[src/rtl/psec5_spi_pkg.sv]
// Shared types and constants for the SPI configuration master.
//   state_e     : controller FSM state encoding
//   NUM_CH      : number of addressable channel registers
//   FRAME_BITS  : serial frame length ({addr, wdata})
//   ADDR_W      : request address width
//   DATA_W      : request data width
//   addr_legal(): true when an address targets an existing channel
package psec5_spi_pkg;

  localparam int NUM_CH     = 8;
  localparam int FRAME_BITS = 16;
  localparam int ADDR_W     = 8;
  localparam int DATA_W     = 8;

  typedef enum logic [1:0] {
    ST_IDLE  = 2'd0,
    ST_SHIFT = 2'd1,
    ST_GAP   = 2'd2,
    ST_DONE  = 2'd3
  } state_e;

  function automatic logic addr_legal(input logic [ADDR_W-1:0] addr);
    return addr < ADDR_W'(NUM_CH);
  endfunction

endpackage

[src/rtl/spi_cfg_master_if.sv]
// Request/response bus between a register-access requester and
// spi_cfg_master.
//   req_valid/req_ready : request handshake, accepted when both high on a clock edge
//   req_addr/req_wdata  : channel register address and write value
//   done/err/rdata      : completion pulse, illegal-address flag, read-back byte
//   busy                : block is working on an accepted request
// Modports: master = requester side, slave = spi_cfg_master side.
interface spi_cfg_master_if
  import psec5_spi_pkg::*;
();

  logic              req_valid;
  logic              req_ready;
  logic [ADDR_W-1:0] req_addr;
  logic [DATA_W-1:0] req_wdata;
  logic              done;
  logic              err;
  logic [DATA_W-1:0] rdata;
  logic              busy;

  modport master (
    output req_valid, req_addr, req_wdata,
    input  req_ready, done, err, rdata, busy
  );

  modport slave (
    input  req_valid, req_addr, req_wdata,
    output req_ready, done, err, rdata, busy
  );

endinterface

[src/rtl/spi_clk_div.sv]
// Serial clock generator for spi_cfg_master.
//   iclk, rstn : system clock, async active-low reset
//   en_i       : run the divider; when low sclk is parked low and the
//                phase counter reloads so a new frame starts with a full
//                low half-period
//   sclk_o     : serial clock, CLK_DIV iclk cycles per half-period
//   rise_o     : high in the cycle whose closing edge raises sclk
//   fall_o     : high in the cycle whose closing edge drops sclk
module spi_clk_div #(
  parameter int unsigned CLK_DIV = 4
) (
  input  logic iclk,
  input  logic rstn,
  input  logic en_i,
  output logic sclk_o,
  output logic rise_o,
  output logic fall_o
);

  localparam logic [7:0] DIV_LOAD = 8'(CLK_DIV - 1);

  logic [7:0] cnt_q, cnt_d;
  logic       phase_q, phase_d;
  logic       tc;

  assign tc = (cnt_q == 8'd0);

  always_comb begin
    cnt_d   = cnt_q;
    phase_d = phase_q;
    if (!en_i) begin
      cnt_d   = DIV_LOAD;
      phase_d = 1'b0;
    end else if (tc) begin
      cnt_d   = DIV_LOAD;
      phase_d = ~phase_q;
    end else begin
      cnt_d = cnt_q - 8'd1;
    end
  end

  always_ff @(posedge iclk or negedge rstn) begin
    if (!rstn) begin
      cnt_q   <= DIV_LOAD;
      phase_q <= 1'b0;
    end else begin
      cnt_q   <= cnt_d;
      phase_q <= phase_d;
    end
  end

  assign sclk_o = phase_q;
  assign rise_o = en_i & tc & ~phase_q;
  assign fall_o = en_i & tc & phase_q;

endmodule

[src/rtl/spi_cfg_master.sv]
// SPI configuration master: accepts one register write at a time and
// serialises {addr, wdata} MSB first to an SPI slave, then idles sclk for
// GAP_CYC cycles before signalling completion. Addresses >= NUM_CH are
// rejected without any serial activity.
//   iclk, rstn   : system clock, async active-low reset
//   bus (slave)  : request handshake, done/err/rdata/busy
//   sclk         : serial clock, idles low
//   serial_in    : data to the slave, changes at the start of each bit
//   serial_out   : data from the slave, sampled as sclk rises
// Build option: SPI_READBACK_EN adds the serial_out sampler and drives
// rdata with the last 8 bits received; otherwise rdata is tied to zero.
//
// state    | meaning
// ---------+------------------------------------------------------
// ST_IDLE  | waiting for a request, req_ready high once out of reset
// ST_SHIFT | 16 sclk bit periods in flight
// ST_GAP   | sclk idle low, serial_in low, GAP_CYC cycles
// ST_DONE  | single-cycle done pulse (err set for a rejected address)
module spi_cfg_master
  import psec5_spi_pkg::*;
#(
  parameter int unsigned CLK_DIV = 4,
  parameter int unsigned GAP_CYC = 8
) (
  input  logic            iclk,
  input  logic            rstn,
  spi_cfg_master_if.slave bus,
  output logic            sclk,
  output logic            serial_in,
  input  logic            serial_out
);

  localparam logic [7:0] GAP_LOAD = 8'(GAP_CYC - 1);
  localparam logic [4:0] LAST_BIT = 5'(FRAME_BITS - 1);

  state_e                state_q, state_d;
  logic [FRAME_BITS-1:0] tx_q, tx_d;
  logic [4:0]            bit_cnt_q, bit_cnt_d;
  logic [7:0]            gap_cnt_q, gap_cnt_d;
  logic                  err_q, err_d;
  logic                  rdy_q;
  logic                  accept, legal, sclk_rise, sclk_fall;
  logic                  req_ready, done, err, busy;

  assign legal  = addr_legal(bus.req_addr);
  assign accept = bus.req_valid && req_ready;

  spi_clk_div #(.CLK_DIV(CLK_DIV)) u_clk_div (
    .iclk   (iclk),
    .rstn   (rstn),
    .en_i   (state_q == ST_SHIFT),
    .sclk_o (sclk),
    .rise_o (sclk_rise),
    .fall_o (sclk_fall)
  );

  always_ff @(posedge iclk or negedge rstn) begin
    if (!rstn) state_q <= ST_IDLE;
    else       state_q <= state_d;
  end

  always_comb begin
    state_d = state_q;
    case (state_q)
      ST_IDLE:  if (accept) state_d = legal ? ST_SHIFT : ST_DONE;
      ST_SHIFT: if (sclk_fall && bit_cnt_q == LAST_BIT) state_d = ST_GAP;
      ST_GAP:   if (gap_cnt_q == 8'd0) state_d = ST_DONE;
      ST_DONE:  state_d = ST_IDLE;
      default:  state_d = ST_IDLE;
    endcase
  end

  always_comb begin
    req_ready = 1'b0;
    done      = 1'b0;
    err       = 1'b0;
    busy      = 1'b1;
    serial_in = 1'b0;
    case (state_q)
      ST_IDLE: begin
        req_ready = rdy_q;
        busy      = 1'b0;
      end
      ST_SHIFT: serial_in = tx_q[FRAME_BITS-1];
      ST_GAP:   serial_in = 1'b0;
      ST_DONE: begin
        done = 1'b1;
        err  = err_q;
      end
      default: busy = 1'b0;
    endcase
  end

  // Gap counter is loaded at acceptance and untouched during SHIFT, so it
  // is ready the moment GAP is entered. The bit counter saturates rather
  // than wraps so a stuck strobe can never restart the frame.
  always_comb begin
    tx_d      = tx_q;
    bit_cnt_d = bit_cnt_q;
    gap_cnt_d = gap_cnt_q;
    err_d     = err_q;
    if (accept) begin
      tx_d      = {bus.req_addr, bus.req_wdata};
      bit_cnt_d = '0;
      gap_cnt_d = GAP_LOAD;
      err_d     = !legal;
    end else if (state_q == ST_SHIFT && sclk_fall) begin
      tx_d = {tx_q[FRAME_BITS-2:0], 1'b0};
      if (!(&bit_cnt_q)) bit_cnt_d = bit_cnt_q + 5'd1;
    end else if (state_q == ST_GAP && gap_cnt_q != 8'd0) begin
      gap_cnt_d = gap_cnt_q - 8'd1;
    end
  end

  // rdy_q holds req_ready low until the first edge after reset release.
  always_ff @(posedge iclk or negedge rstn) begin
    if (!rstn) begin
      tx_q      <= '0;
      bit_cnt_q <= '0;
      gap_cnt_q <= '0;
      err_q     <= 1'b0;
      rdy_q     <= 1'b0;
    end else begin
      tx_q      <= tx_d;
      bit_cnt_q <= bit_cnt_d;
      gap_cnt_q <= gap_cnt_d;
      err_q     <= err_d;
      rdy_q     <= 1'b1;
    end
  end

`ifdef SPI_READBACK_EN
  logic [DATA_W-1:0] rx_q, rx_d;
  logic [DATA_W-1:0] rdata_q, rdata_d;

  // Only the last DATA_W samples reach rdata, so the receive shifter is
  // no wider than that.
  always_comb begin
    rx_d    = rx_q;
    rdata_d = rdata_q;
    if (state_q == ST_SHIFT && sclk_rise) rx_d = {rx_q[DATA_W-2:0], serial_out};
    if (state_q == ST_GAP && state_d == ST_DONE) rdata_d = rx_q;
  end

  always_ff @(posedge iclk or negedge rstn) begin
    if (!rstn) begin
      rx_q    <= '0;
      rdata_q <= '0;
    end else begin
      rx_q    <= rx_d;
      rdata_q <= rdata_d;
    end
  end

  assign bus.rdata = rdata_q;
`else
  logic [1:0] unused_readback;
  assign unused_readback = {serial_out, sclk_rise};
  assign bus.rdata       = '0;
`endif

  assign bus.req_ready = req_ready;
  assign bus.done      = done;
  assign bus.err       = err;
  assign bus.busy      = busy;

endmodule
[src/flat_wrapper.sv]
// flat-port wrapper written by rule: the top's interface ports become plain ports
module spi_cfg_master_flat import psec5_spi_pkg::*;
#(
  parameter int unsigned CLK_DIV = 4,
  parameter int unsigned GAP_CYC = 8
)
  (iclk, rstn, sclk, serial_in, serial_out, bus_req_valid, bus_req_addr, bus_req_wdata, bus_req_ready, bus_done, bus_err, bus_rdata, bus_busy);
  spi_cfg_master_if bus_i ();
  input  logic iclk;
  input  logic rstn;
  output logic sclk;
  output logic serial_in;
  input  logic serial_out;
  input wire logic [$bits(bus_i.req_valid)-1:0] bus_req_valid;
  input wire logic [$bits(bus_i.req_addr)-1:0] bus_req_addr;
  input wire logic [$bits(bus_i.req_wdata)-1:0] bus_req_wdata;
  output wire logic [$bits(bus_i.req_ready)-1:0] bus_req_ready;
  output wire logic [$bits(bus_i.done)-1:0] bus_done;
  output wire logic [$bits(bus_i.err)-1:0] bus_err;
  output wire logic [$bits(bus_i.rdata)-1:0] bus_rdata;
  output wire logic [$bits(bus_i.busy)-1:0] bus_busy;
  assign bus_i.req_valid = bus_req_valid;
  assign bus_i.req_addr = bus_req_addr;
  assign bus_i.req_wdata = bus_req_wdata;
  assign bus_req_ready = bus_i.req_ready;
  assign bus_done = bus_i.done;
  assign bus_err = bus_i.err;
  assign bus_rdata = bus_i.rdata;
  assign bus_busy = bus_i.busy;
  spi_cfg_master #(.CLK_DIV(CLK_DIV), .GAP_CYC(GAP_CYC)) u_core (.iclk(iclk), .rstn(rstn), .bus(bus_i), .sclk(sclk), .serial_in(serial_in), .serial_out(serial_out));
endmodule
[config.mk]
export PLATFORM = sky130hd
export DESIGN_NAME = spi_cfg_master_flat
export DESIGN_NICKNAME = d
export VERILOG_FILES = /design/src/rtl/psec5_spi_pkg.sv /design/src/rtl/spi_cfg_master_if.sv /design/src/rtl/spi_clk_div.sv /design/src/rtl/spi_cfg_master.sv /design/src/flat_wrapper.sv
export SDC_FILE = /design/constraint.sdc
export NUM_CORES = 1
export LEC_CHECK = 0
export BUFFER_PORTS_ARGS = -buffer_cell sky130_fd_sc_hd__clkbuf_2
export CAP_MARGIN = 20
export CORE_MARGIN = 2
export CORE_UTILIZATION = 61
export DETAILED_ROUTE_END_ITERATION = 10
export PLACE_DENSITY = 0.85
export SLEW_MARGIN = 20
export SYNTH_ARGS = -nofsm -noshare
export SYNTH_HDL_FRONTEND = slang
export SYNTH_SLANG_ARGS = --single-unit
[constraint.sdc]
create_clock -name iclk -period 5.28 [get_ports iclk]
set_input_delay 0.528 -clock iclk [delete_from_list [all_inputs] [get_ports iclk]]
set_output_delay 0.528 -clock iclk [all_outputs]
set_load 0.01 [all_outputs]
==> metrics.txt <==
# TYPE chip_impl_metric gauge
chip_impl_info{name="run_status",value="finished clean"} 1
chip_impl_metric{name="maxCapViolations",unit=""} 0
chip_impl_metric{name="clk_transition_reported_paths",unit="ns"} 0.08
chip_impl_metric{name="final.setup.tns",unit="ns"} 0
chip_impl_metric{name="floorplan.core_area",unit="µm²"} 3610
chip_impl_metric{name="power_per_cell_area",unit="nW/µm²"} 222
chip_impl_metric{name="fp.dieH",unit="µm"} 64.7
chip_impl_metric{name="post-route-period-util",unit="%"} 49.4
chip_impl_metric{name="peak_clock_frequency_supported_by_timing",unit="MHz"} 384
chip_impl_metric{name="peakVddDrop",unit="mV"} 0.172
chip_impl_info{name="post-synth-top-count-cell",value="sky130_fd_sc_hd__nand2_1"} 1
chip_impl_metric{name="cp_data_arrival_time",unit="ns"} 2.83
chip_impl_metric{name="finalCriticalPeriod",unit="ns"} 2.61
chip_impl_metric{name="drtAntennaViolNets",unit=""} 0
chip_impl_metric{name="synthesis.yosys.warnings",unit=""} 0
chip_impl_metric{name="grt_first_pass_wirelength",unit="µm"} 7400
chip_impl_metric{name="die_x",unit="µm"} 64.7
chip_impl_metric{name="postCtsHoldBufs",unit=""} 0
chip_impl_metric{name="firstDrtPassIters",unit=""} 4
chip_impl_metric{name="clkSinkCount",unit=""} 42
chip_impl_metric{name="tightest_slew",unit="ns"} 0.897
chip_impl_metric{name="fraction_of_final_layout_cells_with_drive_strength_greater_than_1",unit="%"} 16.0
chip_impl_info{name="netlist_top_cells_count",value="43 x sky130_fd_sc_hd__nand2_1, 40 x sky130_fd_sc_hd__dfrtp_1, 31 x sky130_fd_sc_hd__nor2_1"} 1
chip_impl_metric{name="route.detailed.wl_per_inst",unit="µm"} 12.8
chip_impl_metric{name="timing.clock.skew",unit="ns"} 0.00978
chip_impl_metric{name="final_max_slew_viol_count",unit=""} 0
chip_impl_info{name="crit-reg2reg-capture",value="u_core.bit_cnt_q[3]"} 1
chip_impl_metric{name="p_leak",unit="nW"} 1.15
chip_impl_info{name="synth-main-ff-cell",value="sky130_fd_sc_hd__dfrtp_1"} 1
chip_impl_metric{name="fin_cells",unit=""} 317
chip_impl_metric{name="required_time_of_the_critical_path",unit="ns"} 5.50
chip_impl_metric{name="synthesis.area",unit="µm²"} 2250
chip_impl_metric{name="placedCellCount",unit=""} 309
chip_impl_metric{name="multi_input_area",unit="µm²"} 1080
chip_impl_metric{name="number_of_nets_in_the_finished_design",unit=""} 300
chip_impl_metric{name="rrSetupSlack",unit="ns"} 2.67
chip_impl_metric{name="synth.lib_cells_used.distinct",unit=""} 40
chip_impl_metric{name="grt_antenna_before_repair",unit=""} 0
chip_impl_info{name="hold_path_class",value="primary input to asynchronous set/reset pin"} 1
chip_impl_metric{name="numCtsBuffers",unit=""} 5
chip_impl_metric{name="vias_per_cell",unit=""} 5.65
chip_impl_info{name="cp-end-kind",value="register"} 1
chip_impl_info{name="synth.largest_area_cell",value="sky130_fd_sc_hd__dfrtp_1"} 1
chip_impl_metric{name="global_route.usage.total",unit="%"} 23.0
chip_impl_metric{name="final-hold-violation-count",unit=""} 0
chip_impl_metric{name="via_count_of_the_first_global_routing_pass",unit=""} 1607
chip_impl_metric{name="reg2reg_depth",unit=""} 6
chip_impl_metric{name="dp.final_hpwl",unit="µm"} 2820
chip_impl_metric{name="drt-total-wl",unit="µm"} 4070
chip_impl_info{name="cp-startpoint",value="u_core.u_clk_div.cnt_q[0]"} 1
chip_impl_metric{name="gp_congestion",unit=""} 0.777
chip_impl_metric{name="diodes",unit=""} 0
chip_impl_metric{name="pin_count_of_the_biggest_net_entering_global_routing",unit=""} 43
chip_impl_metric{name="post_cts_resize_count",unit=""} 0
chip_impl_metric{name="syn_avg_cell_area",unit="µm²"} 9.02
chip_impl_metric{name="grt_overflow",unit=""} 0
chip_impl_info{name="cts_root_buf",value="sky130_fd_sc_hd__clkbuf_8"} 1
chip_impl_metric{name="flip_flop_and_latch_count_after_synthesis",unit=""} 42
chip_impl_info{name="ys_top_cells_by_area",value="sky130_fd_sc_hd__dfrtp_1 45%, sky130_fd_sc_hd__nand2_1 7.2%, sky130_fd_sc_hd__ha_1 6.7%, sky130_fd_sc_hd__nor2_1 5.2%, sky130_fd_sc_hd__a31oi_1 4.2%"} 1
chip_impl_info{name="tritoncts",value="done"} 1
chip_impl_metric{name="design.die.area",unit="µm²"} 4190
chip_impl_metric{name="sequential_cell_area",unit="µm²"} 1050
chip_impl_metric{name="synth_top_area_share",unit="%"} 44.5
chip_impl_metric{name="h-tree-depth",unit=""} 2
chip_impl_metric{name="synth-async-reset-ratio",unit="%"} 100
chip_impl_metric{name="dr_total_vias",unit=""} 1790
chip_impl_info{name="critical_path_class",value="register to register"} 1
chip_impl_metric{name="synth_enable_flop_cells",unit=""} 0
chip_impl_metric{name="placement.io_buffers",unit=""} 24
chip_impl_metric{name="drc_errors",unit=""} 0
chip_impl_metric{name="finalSetupViolCount",unit=""} 0
chip_impl_metric{name="start_util",unit="%"} 62.3
chip_impl_metric{name="slew_hr",unit="%"} 40.2
chip_impl_metric{name="clkLatencyLatePin",unit="ns"} 0.30
chip_impl_info{name="crit_end",value="u_core.bit_cnt_q[3]"} 1
chip_impl_metric{name="core.rowCount",unit=""} 22
chip_impl_metric{name="layout.filler_cells",unit=""} 307
chip_impl_metric{name="drt-initial-drc-count",unit=""} 102
chip_impl_metric{name="synthesis.instances",unit=""} 249
chip_impl_metric{name="design.portCount",unit=""} 34
chip_impl_info{name="worstSetupStartpointType",value="register"} 1
chip_impl_info{name="rsz0062_at_grt",value="no"} 1
chip_impl_metric{name="clock_path_buffers",unit=""} 2
chip_impl_info{name="timing.rr.start",value="u_core.u_clk_div.cnt_q[0]"} 1
chip_impl_metric{name="critPathMaxFanout",unit=""} 24
chip_impl_metric{name="seq_area_frac_synth",unit="%"} 46.9
chip_impl_metric{name="area_growth",unit="%"} 8.96
chip_impl_metric{name="post_cts.repair.setup_buffers",unit=""} 0
critical path, stage by stage, from the launching register on:
cell,delay (ns)
sky130_fd_sc_hd__dfstp_2,0.39
sky130_fd_sc_hd__inv_1,0.07
sky130_fd_sc_hd__ha_1,0.14
sky130_fd_sc_hd__or3b_1,0.47
sky130_fd_sc_hd__or3_1,0.72
sky130_fd_sc_hd__or4_1,0.58
sky130_fd_sc_hd__a21oi_1,0.16
where the power goes:
group          total (mW)  internal [mW]  leakage (nW)  switching [mW]
Sequential          0.322          0.322         0.462        0.000372
Combinational      0.0158        0.00490         0.644          0.0109
Clock               0.207         0.0928        0.0441           0.114
Total               0.545          0.420          1.15           0.125
logic make-up (layout without fill, tap and decap cells):
kind of cell    Yosys count  in the layout  synth area share [%]
compound gates           41             41                  11.7
other cells               2              9                 0.334
buf+inv                  30             43                  6.74
mux                       3              3                  1.39
simple gates            112            112                  23.5
fa+ha+maj                12             12                  6.68
flops                    42             42                  46.9
xor+xnor                  7              7                  2.73
registers in the layout (all words and copies together) (netlist names):
name and cells:
u_core.bit_cnt_q 5, u_core.err_q 1, u_core.gap_cnt_q 8, u_core.rdy_q 1, u_core.state_q 2, u_core.tx_q 16, u_core.u_clk_div.cnt_q 8, u_core.u_clk_div.sclk_o 1
placed cells by master, fill, tap and decap left out, types with 4 or more instances in the layout:
cell type | synthesis | routed
sky130_fd_sc_hd__a21oi_1 | 8 | 8
sky130_fd_sc_hd__a31oi_1 | 15 | 15
sky130_fd_sc_hd__and2_1 | 4 | 4
sky130_fd_sc_hd__and3_1 | 4 | 4
sky130_fd_sc_hd__clkbuf_2 | 0 | 23
sky130_fd_sc_hd__clkbuf_8 | 0 | 5
sky130_fd_sc_hd__conb_1 | 2 | 9
sky130_fd_sc_hd__dfrtp_1 | 40 | 40
sky130_fd_sc_hd__ha_1 | 12 | 12
sky130_fd_sc_hd__inv_1 | 10 | 10
sky130_fd_sc_hd__nand2_1 | 43 | 43
sky130_fd_sc_hd__nand3_1 | 7 | 7
sky130_fd_sc_hd__nor2_1 | 31 | 31
sky130_fd_sc_hd__o21ai_0 | 5 | 5
sky130_fd_sc_hd__o31ai_1 | 6 | 6
sky130_fd_sc_hd__or3_1 | 4 | 4
sky130_fd_sc_hd__or4_1 | 6 | 6
sky130_fd_sc_hd__xnor2_1 | 6 | 6
metrics by stage:
stage | setup slack (ns) | util [%] | cell area [µm²] | hold slack (ns) | total power, mW
floorplan | 3.10 | - | 2270 | 0.232 | 0.336
global placement | 2.74 | 65.2 | 2350 | 0.460 | 0.345
detailed placement | 2.66 | 65.4 | 2360 | 0.465 | 0.345
CTS | 2.64 | 67.9 | 2450 | 0.416 | 0.551
global route | 2.44 | 67.9 | 2450 | 0.423 | 0.572
finish | 2.67 | 67.9 | 2450 | 0.346 | 0.545
final cells by class:
class                      instances  area share (%)
multi-input combinational        184            44.1
sequential                        42            43.0
timing repair buffer              25            5.21
clock buffer                       5            2.81
tap                               48            2.45
inverter                          10            1.53
clock inverter                     3           0.869
per-layer routing:
layer	global-route usage [%]	part of all wire [%]	vias to the layer above
li1	-	-	877
met1	31.3	45	859
met2	35.2	48	46
met3	6.42	4.9	8
met4	9.04	2.0	0
met5	0	0	-
worst min-delay path by stage:
stage               slack [ns]                         to                       from  cells past startpoint
finish                    0.35  u_core.u_clk_div.cnt_q[7]                       rstn                      1
global route              0.42  u_core.u_clk_div.cnt_q[7]                       rstn                      1
CTS                       0.42  u_core.u_clk_div.cnt_q[7]                       rstn                      1
detailed placement        0.47  u_core.u_clk_div.cnt_q[0]  u_core.u_clk_div.cnt_q[0]                      1
global placement          0.46               u_core.err_q               u_core.err_q                      2
floorplan                 0.23        u_core.bit_cnt_q[0]                       rstn                      0
Note: power is estimated with default switching activity, not from simulation.
